[src/rtl/dp_wb_mem_sequencer_pkg.sv]
// Shared definitions for the skylark memory-side controllers.
package skylark_mem_pkg;

  // Access sequencing states.
  typedef enum logic [1:0] {
    IDLE  = 2'd0,
    BUSY  = 2'd1,
    DONE  = 2'd2,
    FAULT = 2'd3
  } mem_state_t;

  // Default number of BUSY cycles tolerated without an ack.
  localparam int unsigned DEFAULT_TIMEOUT_CYCLES = 32'd255;

  // Counter width able to hold 0..limit, never narrower than one bit.
  function automatic int unsigned timeout_cnt_w(input int unsigned limit);
    return (limit == 32'd0) ? 32'd1 : $clog2(limit + 32'd1);
  endfunction

endpackage

[src/rtl/dp_wb_mem_sequencer_if.sv]
// External data-memory req/ack port: the sequencer is the master.
interface dp_wb_mem_sequencer_if;
  logic        mem_req;
  logic        mem_we;
  logic [31:0] mem_addr;
  logic [31:0] mem_wdata;
  logic        mem_ack;
  logic        mem_err;
  logic [31:0] mem_rdata;

  modport master (
    output mem_req, mem_we, mem_addr, mem_wdata,
    input  mem_ack, mem_err, mem_rdata
  );

  modport slave (
    input  mem_req, mem_we, mem_addr, mem_wdata,
    output mem_ack, mem_err, mem_rdata
  );
endinterface

[src/rtl/dp_mem_timeout_counter.sv]
// BUSY-cycle counter; o_tc flags the last cycle allowed before abort.
module dp_mem_timeout_counter
  import skylark_mem_pkg::*;
#(
  parameter int unsigned TIMEOUT_CYCLES = DEFAULT_TIMEOUT_CYCLES,
  parameter int unsigned CNT_W          = timeout_cnt_w(TIMEOUT_CYCLES)
) (
  input  logic clk,
  input  logic reset,
  input  logic i_clear,
  input  logic i_enable,
  output logic o_tc
);

  // Terminal count is TIMEOUT_CYCLES-1; a zero limit never terminates.
  localparam int unsigned TC_VAL = (TIMEOUT_CYCLES == 32'd0) ? 32'd0 : (TIMEOUT_CYCLES - 32'd1);
  localparam logic [CNT_W-1:0] TC = CNT_W'(TC_VAL);

  logic [CNT_W-1:0] r_cnt;

  // Count BUSY cycles without ack; restart at each new request.
  always_ff @(posedge clk or posedge reset) begin
    if (reset) begin
      r_cnt <= '0;
    end else if (i_clear) begin
      r_cnt <= '0;
    end else if (i_enable) begin
      r_cnt <= r_cnt + CNT_W'(1);
    end else begin
      r_cnt <= r_cnt;
    end
  end

  assign o_tc = (TIMEOUT_CYCLES != 32'd0) && (r_cnt == TC);

endmodule

[src/rtl/dp_wb_mem_sequencer.sv]
// WB-stage data-memory sequencer: issues the WB load/store on the req/ack
// port, stalls the pipeline until ack or timeout, and defers EX flushes
// of the WB register until the stall releases.
module dp_wb_mem_sequencer
  import skylark_mem_pkg::*;
#(
  parameter int unsigned TIMEOUT_CYCLES = DEFAULT_TIMEOUT_CYCLES,
  parameter int unsigned CNT_W          = timeout_cnt_w(TIMEOUT_CYCLES)
) (
  input  logic                  clk,
  input  logic                  reset,
  input  logic                  MemReqW,
  input  logic                  MemWriteW,
  input  logic [31:0]           ALUResultW,
  input  logic [31:0]           RD2_W,
  input  logic                  FlushReqE,
  dp_wb_mem_sequencer_if.master mem_bus,
  output logic                  StallW,
  output logic                  FlushW,
  output logic [31:0]           ReadDataW,
  output logic                  ReadValidW,
  output logic                  ErrW
);

  mem_state_t  r_state;
  mem_state_t  w_state_nxt;
  logic        w_cnt_clr;
  logic        w_cnt_en;
  logic        w_tc;
  logic        w_go_busy;
  logic        w_go_done;
  logic        w_go_fault;
  logic        w_stall;
  logic        w_flush;
  logic        r_mem_req;
  logic        r_mem_we;
  logic [31:0] r_mem_addr;
  logic [31:0] r_mem_wdata;
  logic [31:0] r_rdata;
  logic        r_rvalid;
  logic        r_err;
  logic        r_flush_pend;

  dp_mem_timeout_counter #(
    .TIMEOUT_CYCLES (TIMEOUT_CYCLES),
    .CNT_W          (CNT_W)
  ) u_timeout (
    .clk      (clk),
    .reset    (reset),
    .i_clear  (w_cnt_clr),
    .i_enable (w_cnt_en),
    .o_tc     (w_tc)
  );

  // State register.
  always_ff @(posedge clk or posedge reset) begin
    if (reset) begin
      r_state <= IDLE;
    end else begin
      r_state <= w_state_nxt;
    end
  end

  // Next state, transition strobes and timeout counter control; ack beats timeout.
  always_comb begin
    w_state_nxt = r_state;
    w_cnt_clr   = 1'b0;
    w_cnt_en    = 1'b0;
    w_go_busy   = 1'b0;
    w_go_done   = 1'b0;
    w_go_fault  = 1'b0;
    case (r_state)
      IDLE: begin
        if (MemReqW) begin
          w_state_nxt = BUSY;
          w_go_busy   = 1'b1;
          w_cnt_clr   = 1'b1;
        end else begin
          w_state_nxt = IDLE;
        end
      end
      BUSY: begin
        if (mem_bus.mem_ack) begin
          if (mem_bus.mem_err) begin
            w_state_nxt = FAULT;
            w_go_fault  = 1'b1;
          end else begin
            w_state_nxt = DONE;
            w_go_done   = 1'b1;
          end
        end else if (w_tc) begin
          w_state_nxt = FAULT;
          w_go_fault  = 1'b1;
        end else begin
          w_cnt_en = 1'b1;
        end
      end
      DONE:    w_state_nxt = IDLE;
      FAULT:   w_state_nxt = IDLE;
      default: w_state_nxt = IDLE;
    endcase
  end

  assign w_stall = ((r_state == IDLE) && MemReqW) || (r_state == BUSY);
  assign w_flush = (FlushReqE || r_flush_pend) && !w_stall;

  // Request flag and operands: captured once at issue, held until the next issue.
  always_ff @(posedge clk or posedge reset) begin
    if (reset) begin
      r_mem_req   <= 1'b0;
      r_mem_we    <= 1'b0;
      r_mem_addr  <= 32'h0000_0000;
      r_mem_wdata <= 32'h0000_0000;
    end else if (w_go_busy) begin
      r_mem_req   <= 1'b1;
      r_mem_we    <= MemWriteW;
      r_mem_addr  <= ALUResultW;
      r_mem_wdata <= RD2_W;
    end else if (w_go_done || w_go_fault) begin
      r_mem_req   <= 1'b0;
    end else begin
      r_mem_req   <= r_mem_req;
    end
  end

  // Completion strobes and load result; a fault zeroes the result.
  always_ff @(posedge clk or posedge reset) begin
    if (reset) begin
      r_rvalid <= 1'b0;
      r_err    <= 1'b0;
      r_rdata  <= 32'h0000_0000;
    end else begin
      r_rvalid <= w_go_done && !r_mem_we;
      r_err    <= w_go_fault;
      if (w_go_done && !r_mem_we) begin
        r_rdata <= mem_bus.mem_rdata;
      end else if (w_go_fault) begin
        r_rdata <= 32'h0000_0000;
      end else begin
        r_rdata <= r_rdata;
      end
    end
  end

  // Remember a flush requested while stalled until it can be applied.
  always_ff @(posedge clk or posedge reset) begin
    if (reset) begin
      r_flush_pend <= 1'b0;
    end else if (w_flush) begin
      r_flush_pend <= 1'b0;
    end else if (FlushReqE && w_stall) begin
      r_flush_pend <= 1'b1;
    end else begin
      r_flush_pend <= r_flush_pend;
    end
  end

  assign mem_bus.mem_req   = r_mem_req;
  assign mem_bus.mem_we    = r_mem_we;
  assign mem_bus.mem_addr  = r_mem_addr;
  assign mem_bus.mem_wdata = r_mem_wdata;
  assign StallW            = w_stall;
  assign FlushW            = w_flush;
  assign ReadDataW         = r_rdata;
  assign ReadValidW        = r_rvalid;
  assign ErrW              = r_err;

endmodule

[src/flat_wrapper.sv]
// flat-port wrapper written by rule: the top's interface ports become plain ports
module dp_wb_mem_sequencer_flat import skylark_mem_pkg::*;
#(
  parameter int unsigned TIMEOUT_CYCLES = DEFAULT_TIMEOUT_CYCLES,
  parameter int unsigned CNT_W          = timeout_cnt_w(TIMEOUT_CYCLES)
)
  (clk, reset, MemReqW, MemWriteW, ALUResultW, RD2_W, FlushReqE, StallW, FlushW, ReadDataW, ReadValidW, ErrW, mem_bus_mem_req, mem_bus_mem_we, mem_bus_mem_addr, mem_bus_mem_wdata, mem_bus_mem_ack, mem_bus_mem_err, mem_bus_mem_rdata);
  dp_wb_mem_sequencer_if mem_bus_i ();
  input  logic clk;
  input  logic reset;
  input  logic MemReqW;
  input  logic MemWriteW;
  input  logic [31:0] ALUResultW;
  input  logic [31:0] RD2_W;
  input  logic FlushReqE;
  output logic StallW;
  output logic FlushW;
  output logic [31:0] ReadDataW;
  output logic ReadValidW;
  output logic ErrW;
  output wire logic [$bits(mem_bus_i.mem_req)-1:0] mem_bus_mem_req;
  output wire logic [$bits(mem_bus_i.mem_we)-1:0] mem_bus_mem_we;
  output wire logic [$bits(mem_bus_i.mem_addr)-1:0] mem_bus_mem_addr;
  output wire logic [$bits(mem_bus_i.mem_wdata)-1:0] mem_bus_mem_wdata;
  input wire logic [$bits(mem_bus_i.mem_ack)-1:0] mem_bus_mem_ack;
  input wire logic [$bits(mem_bus_i.mem_err)-1:0] mem_bus_mem_err;
  input wire logic [$bits(mem_bus_i.mem_rdata)-1:0] mem_bus_mem_rdata;
  assign mem_bus_mem_req = mem_bus_i.mem_req;
  assign mem_bus_mem_we = mem_bus_i.mem_we;
  assign mem_bus_mem_addr = mem_bus_i.mem_addr;
  assign mem_bus_mem_wdata = mem_bus_i.mem_wdata;
  assign mem_bus_i.mem_ack = mem_bus_mem_ack;
  assign mem_bus_i.mem_err = mem_bus_mem_err;
  assign mem_bus_i.mem_rdata = mem_bus_mem_rdata;
  dp_wb_mem_sequencer #(.TIMEOUT_CYCLES(TIMEOUT_CYCLES), .CNT_W(CNT_W)) u_core (.clk(clk), .reset(reset), .MemReqW(MemReqW), .MemWriteW(MemWriteW), .ALUResultW(ALUResultW), .RD2_W(RD2_W), .FlushReqE(FlushReqE), .mem_bus(mem_bus_i), .StallW(StallW), .FlushW(FlushW), .ReadDataW(ReadDataW), .ReadValidW(ReadValidW), .ErrW(ErrW));
endmodule
[config.mk]
export PLATFORM = sky130hd
export DESIGN_NAME = dp_wb_mem_sequencer_flat
export DESIGN_NICKNAME = d
export VERILOG_FILES = /design/src/rtl/dp_wb_mem_sequencer_pkg.sv /design/src/rtl/dp_wb_mem_sequencer_if.sv /design/src/rtl/dp_mem_timeout_counter.sv /design/src/rtl/dp_wb_mem_sequencer.sv /design/src/flat_wrapper.sv
export SDC_FILE = /design/constraint.sdc
export NUM_CORES = 1
export LEC_CHECK = 0
export ABC_AREA = 1
export ABC_CLOCK_PERIOD_IN_PS = 5340
export CELL_PAD_IN_SITES_DETAIL_PLACEMENT = 1
export CELL_PAD_IN_SITES_GLOBAL_PLACEMENT = 1
export CORE_MARGIN = 2
export CORE_UTILIZATION = 33
export CTS_CLUSTER_SIZE = 25
export DETAILED_ROUTE_END_ITERATION = 8
export HOLD_SLACK_MARGIN = 0.12
export PLACE_DENSITY = 0.86
export SLEW_MARGIN = 20
export SYNTH_ARGS = -nofsm -noshare
export SYNTH_HDL_FRONTEND = slang
export SYNTH_SLANG_ARGS = --single-unit
[constraint.sdc]
create_clock -name clk -period 5.34 [get_ports clk]
set_input_delay 1.068 -clock clk [delete_from_list [all_inputs] [get_ports clk]]
set_output_delay 1.068 -clock clk [all_outputs]
set_load 0.02 [all_outputs]
==> key figures, run 1 <==
Floorplanning
  – Die X: 123 µm
  – Die height: 123 µm
  – Core area: roughly 14,000 µm²
  – Boundary Pins: 205
  – Starting density of the core: 33.6%
  – Cell Rows: 43
  – Full die area: around 15,000 µm²

Power
  – Switching portion of total power: 39.7%
  – Share of power burned in the clock network: 16.9%
  – Peak supply drop: 0.330 mV
  – Comb power frac: 48.1%
  – Sw Pwr: 1.67 mW
  – Internal cell power: 2.54 mW
  – Flop pwr share: 34.9%
  – Total power: 4.21 mW
  – Pwr dens: 592 nW/µm²
  – Leakage power: approximately 3.4 nW

STA
  – Slew of the pin with the lowest slew margin: 0.939 ns
  – Setup Skew: ~0.0095 ns
  – Fin Hold WS: 0.479 ns
  – Final setup violation count: 0
  – Fmax: 289 MHz
  – RSZ-0062 raised after global routing: no
  – Worst slew margin: between 30 and 40%
  – Setup ws final: 1.88 ns
  – Final Hold Viols: 0
  – Final slew viol count: 0
  – Final worst path period share: 64.9%
  – Setup TNS: 0 ns
  – Post-layout minimum cycle time: 3.46 ns

Final layout
  – FILL cells: 1,577
  – Area delta synth->final: 53.1%
  – Inserted Diodes: 0
  – Final net count: 812
  – Final instance area: 7110 µm²
  – Layout cells sized above 1: around 8.6%

Drt
  – Drt via density: 4.63
  – Starting DRT DRC Count: 188
  – Via count: 4,126
  – DRC viols: 0
  – DR WL/cell: 15.8 µm
  – Final ANT Viol Nets: 0
  – Drt total wl: 14,100 µm
  – TritonRoute pass-1 iters: 4

Clock network
  – Setup Fix Bufs, Post-CTS: 0
  – CTS tree: built
  – Root buffer selected by CTS: clkbuf_16
  – Clk buf depth: 2
  – CTS buffer count: 9
  – Hold Buf Count CTS: 0
  – CTS sink count: 111
  – H-Tree Depth: 3
  – Clk Latency, worst-skew pair: 0.35 ns
  – Gates resized, CTS repair: 0
  – Reg clk slew, reported paths: 0.07 ns

Yosys
  – Synth Area in Compound Gates: 0.754%
  – Mapped Avg Cell Area: 9.04 µm²
  – Ys flop type: dfrtp_1
  – Post-synth EDFFs: 0
  – Post-synthesis adder-cell area fraction: 0.538%
  – Synthesized flop and latch total: 111
  – Simple-gate portion of the synthesized area: 34.2%
  – Gate Count Post-Synth: 514
  – Main combinational cell family by area after synthesis: simple AND/OR/NAND/NOR gates
  – Post-Synth XOR/XNOR Area: 0.565%
  – Synth area leaders: dfrtp_1 (60%), nand2_1 (23%), nand3_2 (6.7%), nand3_1 (1.7%), buf_6 (0.97%)
  – Mux contribution to synthesized area: 0%
  – Register area share after synthesis: 59.8%
  – Largest area contributor in the netlist: dfrtp_1
  – Synthesized Nets: a little over 600
  – Post-synth ARST share: 100%
  – YS warnings: 0
  – Most common cell in the synthesized netlist: nand2_1
  – Synth top cells by count: nand2_1 (286), dfrtp_1 (111), nand3_2 (31), nand3_1 (16), inv_1 (12)
  – Synth cell types: 23
  – Post-Syn Area: between 4000 and 5000 µm²
  – Yosys top cell area share: 59.8%

Critical path
  – Flop-to-flop setup slack: 2.99 ns
  – Crit path launch: MemReqW
  – Critical Path AT: 2.40 ns
  – WP data required: 4.27 ns
  – R2R Path Start: u_core.r_state[1]
  – Crit path max fanout: 3
  – Worst reg2reg path endpoint: u_core.ReadDataW[28]
  – Depth of the most critical reg-to-reg path: 6
  – Max stage delay on crit path: 0.61 ns
  – CP max-delay cell: clkdlybuf4s50_1
  – Crit Path Class: in2out
  – CP Capture Type: output pin
  – CP Launch Type: input port
  – Crit-path cells: clkdlybuf4s50_1 -> nand3_2 -> nand2_1 -> a21oi_1 -> clkdlybuf4s50_1
  – Crit-path most repeated cell: clkdlybuf4s50_1
  – Critical Path End: FlushW

Global route
  – Global-route wire length before repair: 22,500 µm
  – Grt total ovfl: 0
  – Initial antenna violation count: 0
  – GRT Total Usage: 19.1%
  – Largest net degree at the start of global routing: 79
  – Vias in the first global route: 4,625

Hold path
  – Worst min path class: reg2reg

Placed design
  – Count of buffers inserted at the top-level ports: between 200 and 250
  – Post-DP HPWL: 10,100 µm
  – Dpl cell area: 6800 µm²
  – GP Congestion: 0.733
  – Worst slack, placed: 1.77 ns

Run
  – Max Cap Viol: 0

Outcome
  – Status: finished clean
-- critical path: cells and delay by family --
family | cells | cell delay, ns
AND/OR/NAND/NOR | 2 | 0.17
AO/OA/AOI/OAI | 1 | 0.12
buffers and inverters | 2 | 1.03
-- per-layer routing --
layer	GRT usage (%)	wire length, µm	share of wire (%)
met3	5.86	1180	8.4
met4	5.32	156	1.1
met1	23.5	5880	42
met5	0	0	0
met2	32.4	6880	49
-- how the worst min path moves through the flow --
stage                                 start                            to  slack [ns]  depth (start not counted)
2_1_floorplan           u_core.r_flush_pend           u_core.r_flush_pend        0.46                          1
3_3_place_gp   u_core.mem_bus.mem_wdata[15]  u_core.mem_bus.mem_wdata[15]        0.46                          2
3_5_place_dp    u_core.mem_bus.mem_addr[31]   u_core.mem_bus.mem_addr[31]        0.46                          2
4_1_cts         u_core.mem_bus.mem_addr[31]   u_core.mem_bus.mem_addr[31]        0.48                          2
5_1_grt         u_core.mem_bus.mem_addr[31]   u_core.mem_bus.mem_addr[31]        0.51                          2
6_report        u_core.mem_bus.mem_addr[31]   u_core.mem_bus.mem_addr[31]        0.48                          2
-- cells in the final DEF, fill, tap and decap left out, types with 3 or more instances in the layout --
master and n:
nand3_2 31, clkbuf_16 9, nor2_1 10, nand2_1 286, clkdlybuf4s50_1 204, inv_2 3, inv_1 11, nand3_1 16
xor2_1 3, nor2_4 3, nand2_2 4, dfrtp_1 111
-- per-stage QoR --
step                utilization, %  instances
global route                  51.5        892
global placement              49.2        876
finish                        51.5        892
detailed placement            49.2        876
CTS                           51.5        892
floorplan                        -        514
-- cell families after synthesis --
| family | Yosys count |
|---|---|
| DFF | 111 |
| adders and majority gates | 2 |
| and+or+nand+nor | 352 |
| xor gates and xnor gates | 3 |
| AOI/OAI and AO/OA | 6 |
| buffers and inverters | 40 |
-- power by group through the flow --
stage / Combinational (mW) / Clock [mW] / Sequential [mW]
after floorplan: 0.576 / 0 / 1.90
after global placement: 1.99 / 0 / 1.46
after detailed placement: 2.05 / 0 / 1.48
after CTS: 2.06 / 0.738 / 1.48
after global routing: 2.20 / 0.766 / 1.52
final: 2.03 / 0.714 / 1.47
-- flip-flops by register name, indices dropped and copies added (netlist names) --
register / cells
u_core.ErrW: 1
u_core.ReadDataW: 32
u_core.ReadValidW: 1
u_core.mem_bus.mem_addr: 32
u_core.mem_bus.mem_req: 1
u_core.mem_bus.mem_wdata: 32
u_core.mem_bus.mem_we: 1
u_core.r_flush_pend: 1
u_core.r_state: 2
u_core.u_timeout.r_cnt: 8
-- final cells by class --
cell class	count	area (µm²)	share of cell area, %
clock buffer	11	233	3.27
clock inverter	5	81.3	1.14
inverter	16	65.1	0.915
multi-input combinational	363	1680	23.5
sequential	111	2780	39.0
tap	180	225	3.17
timing repair buffer	206	2060	28.9
(Power assumes the default switching activity.)
==> run 2: changes to the inputs <==
Settings changed: ABC_CLOCK_PERIOD_IN_PS 5340 to 2900, CORE_UTILIZATION 33 to 27, PLACE_DENSITY 0.86 to 0.76.
Clock period 5.34 ns to 2.9 ns, I/O delays scaled along.
==> run 2 against run 1 <==
  * Non-clock buffer count up 2
  * Count of clock-buffer cells in the layout up 1
  * Utilization down 8.4 points
  * First-iteration DRC count down 56%
  * Via count down 0.87%
  * Worst hold slack worse by 0.0014 ns
  * Cell area up 1.0%
  * Critical path depth unchanged
  * Die area up 21%
  * Sequential power up 84%
  * Critical path type unchanged
==> key figures, run 2 (same netlist as run 1, synthesis figures left out) <==
Clock network
  – Gates resized, CTS repair: 0 (unchanged)
  – CTS buffer count: 9 (unchanged)
  – Setup Fix Bufs, Post-CTS: 0 (unchanged)
  – Reg clk slew, reported paths: 0.07 ns (about the same)
  – CTS sink count: 111 (unchanged)
  – Hold Buf Count CTS: 0 (unchanged)
  – H-Tree Depth: 3 (unchanged)
  – CTS tree: built (unchanged)
  – Root buffer selected by CTS: clkbuf_16 (unchanged)
  – Clk Latency, worst-skew pair: 0.34 ns (was 0.35 ns)
  – Clk buf depth: 2 (unchanged)

Placed design
  – Post-DP HPWL: 10,200 µm (was 10,100 µm)
  – GP Congestion: 0.758 (was 0.733)
  – Dpl cell area: 6890 µm² (was 6800 µm²)
  – Count of buffers inserted at the top-level ports: 204 (unchanged)

STA
  – Worst slew margin: 42.5% (was 37.4%)
  – Final Hold Viols: 0 (unchanged)
  – RSZ-0062 raised after global routing: no (unchanged)
  – Post-layout minimum cycle time: 2.52 ns
  – Fmax: 397 MHz
  – Slew of the pin with the lowest slew margin: 0.861 ns (was 0.939 ns)
  – Final setup violation count: 0 (unchanged)
  – Final worst path period share: just under 90%
  – Final slew viol count: 0 (unchanged)
  – Setup Skew: 0.00985 ns (was 0.00954 ns)
  – Setup TNS: 0 ns (unchanged)

Outcome
  – Status: finished clean (unchanged)

Final layout
  – FILL cells: 1,935 (was 1,577)
  – Most frequent cells in the layout: nand2_1 (286), clkdlybuf4s50_1 (204), dfrtp_1 (111), nand3_2 (31), nand3_1 (16) (unchanged)
  – Area delta synth->final: 54.6% (was 53.1%)
  – Most common cell after layout, fill and taps aside: nand2_1 (unchanged)
  – Final Util: 43.0% (was 51.5%)
  – Final instance area: 7190 µm² (was 7110 µm²)
  – Layout cells sized above 1: 8.96% (was 8.57%)
  – Final net count: 814 (was 812)

Drt
  – Drt via density: 4.37 (was 4.63)
  – Starting DRT DRC Count: 82 (was 188)
  – Drt total wl: 14,200 µm (was 14,100 µm)
  – DR WL/cell: 15.2 µm (was 15.8 µm)
  – TritonRoute pass-1 iters: 4 (unchanged)
  – Via count: 4,090 (was 4,126)
  – Final ANT Viol Nets: 0 (unchanged)
  – DRC viols: 0 (unchanged)

Global route
  – GRT Total Usage: 15.9% (was 19.1%)
  – Global-route wire length before repair: 22,900 µm (was 22,500 µm)
  – Vias in the first global route: 4,532 (was 4,625)
  – Largest net degree at the start of global routing: 112 (was 79)
  – Initial antenna violation count: 3 (was 0)
  – Grt total ovfl: 0 (unchanged)

Hold path
  – Worst min path class: reg2reg (unchanged)

Power
  – Sw Pwr: 3.09 mW (was 1.67 mW)
  – Flop pwr share: 35.3% (was 34.9%)
  – Comb power frac: 48.7% (was 48.1%)
  – Leakage power: 3.46 nW (was 3.45 nW)
  – Total power: 7.67 mW (was 4.21 mW)
  – Internal cell power: 4.58 mW (was 2.54 mW)
  – Pwr dens: 1070 nW/µm² (was 592 nW/µm²)
  – Switching portion of total power: 40.3% (was 39.7%)
  – Peak supply drop: 0.399 mV (was 0.330 mV)
  – Share of power burned in the clock network: 16.0% (was 16.9%)

Floorplanning
  – Boundary Pins: 205 (unchanged)
  – Die height: 135 µm (was 123 µm)
  – Starting density of the core: 27.8% (was 33.6%)
  – Die X: 135 µm (was 123 µm)
  – Full die area: 18,300 µm² (was 15,100 µm²)
  – Core area: 16,700 µm² (was 13,800 µm²)
  – Cell Rows: 47 (was 43)

Critical path
  – Crit Path Class: in2out (unchanged)
  – Critical Path AT: 1.94 ns (was 2.40 ns)
  – CP Capture Type: output pin (unchanged)
  – WP data required: 2.32 ns (was 4.27 ns)
  – CP Launch Type: input port (unchanged)
  – Crit path max fanout: 3 (unchanged)

Run
  – Max Cap Viol: 0 (unchanged)
==> run 2: per-layer routing <==
layer,GRT usage [%],wire length (µm),vias to the layer above
li1,-,-,1961
met1,18.5,5850,1967
met2,26.6,6770,144
met3,6.58,1400,16
met4,5.27,200,2
met5,0,13,-
==> run 2: layout make-up <==
| class | instances | area (µm²) | area share (%) |
|---|---|---|---|
| well taps | 220 | 275 | 3.83 |
| multi-input cells | 363 | 1680 | 23.3 |
| inverters | 16 | 63.8 | 0.888 |
| diodes | 1 | 2.50 | 0.0348 |
| repair buffers | 208 | 2100 | 29.2 |
| flip-flops and latches | 111 | 2780 | 38.7 |
| clock buffers | 12 | 256 | 3.57 |
| clock inverters | 4 | 37.5 | 0.522 |
==> run 2: power by group through the flow <==
stage          logic, mW  registers (mW)  clock network [mW]
2_1_floorplan       1.06            3.51                   0
3_3_place_gp        3.70            2.68                   0
3_5_place_dp        3.80            2.73                   0
4_1_cts             3.81            2.72                1.28
5_1_grt             4.06            2.80                1.33
6_report            3.74            2.71                1.22
==> run 2: critical path, cell delays in order <==
cell             delay [ns]
clkdlybuf4s50_1        0.43
nand3_2                0.11
nand2_1                0.09
a21oi_1                0.12
clkdlybuf4s50_1        0.62
==> run 2: final timing paths <==
check | startpoint | slack [ns] | depth (start not counted) | to
worst min-delay path | u_core.mem_bus.mem_addr[4] | 0.48 | 2 | u_core.mem_bus.mem_addr[4]
min in group asynchronous | reset | 0.79 | 3 | u_core.ReadDataW[29]
worst min register to register | u_core.mem_bus.mem_addr[4] | 0.48 | 2 | u_core.mem_bus.mem_addr[4]
max in group asynchronous | reset | 1.68 | 3 | u_core.mem_bus.mem_wdata[8]
worst max-delay path | MemReqW | 0.38 | 5 | FlushW
worst max register to register | u_core.u_timeout.r_cnt[0] | 1.00 | 9 | u_core.ReadDataW[1]
==> run 2: metrics by stage <==
stage	hold WS, ns	setup WS, ns	cells
floorplan	0.464	0.863	514
global placement	0.461	0.409	918
detailed placement	0.465	0.381	918
CTS	0.485	0.374	934
global route	0.508	0.318	934
finish	0.478	0.381	935
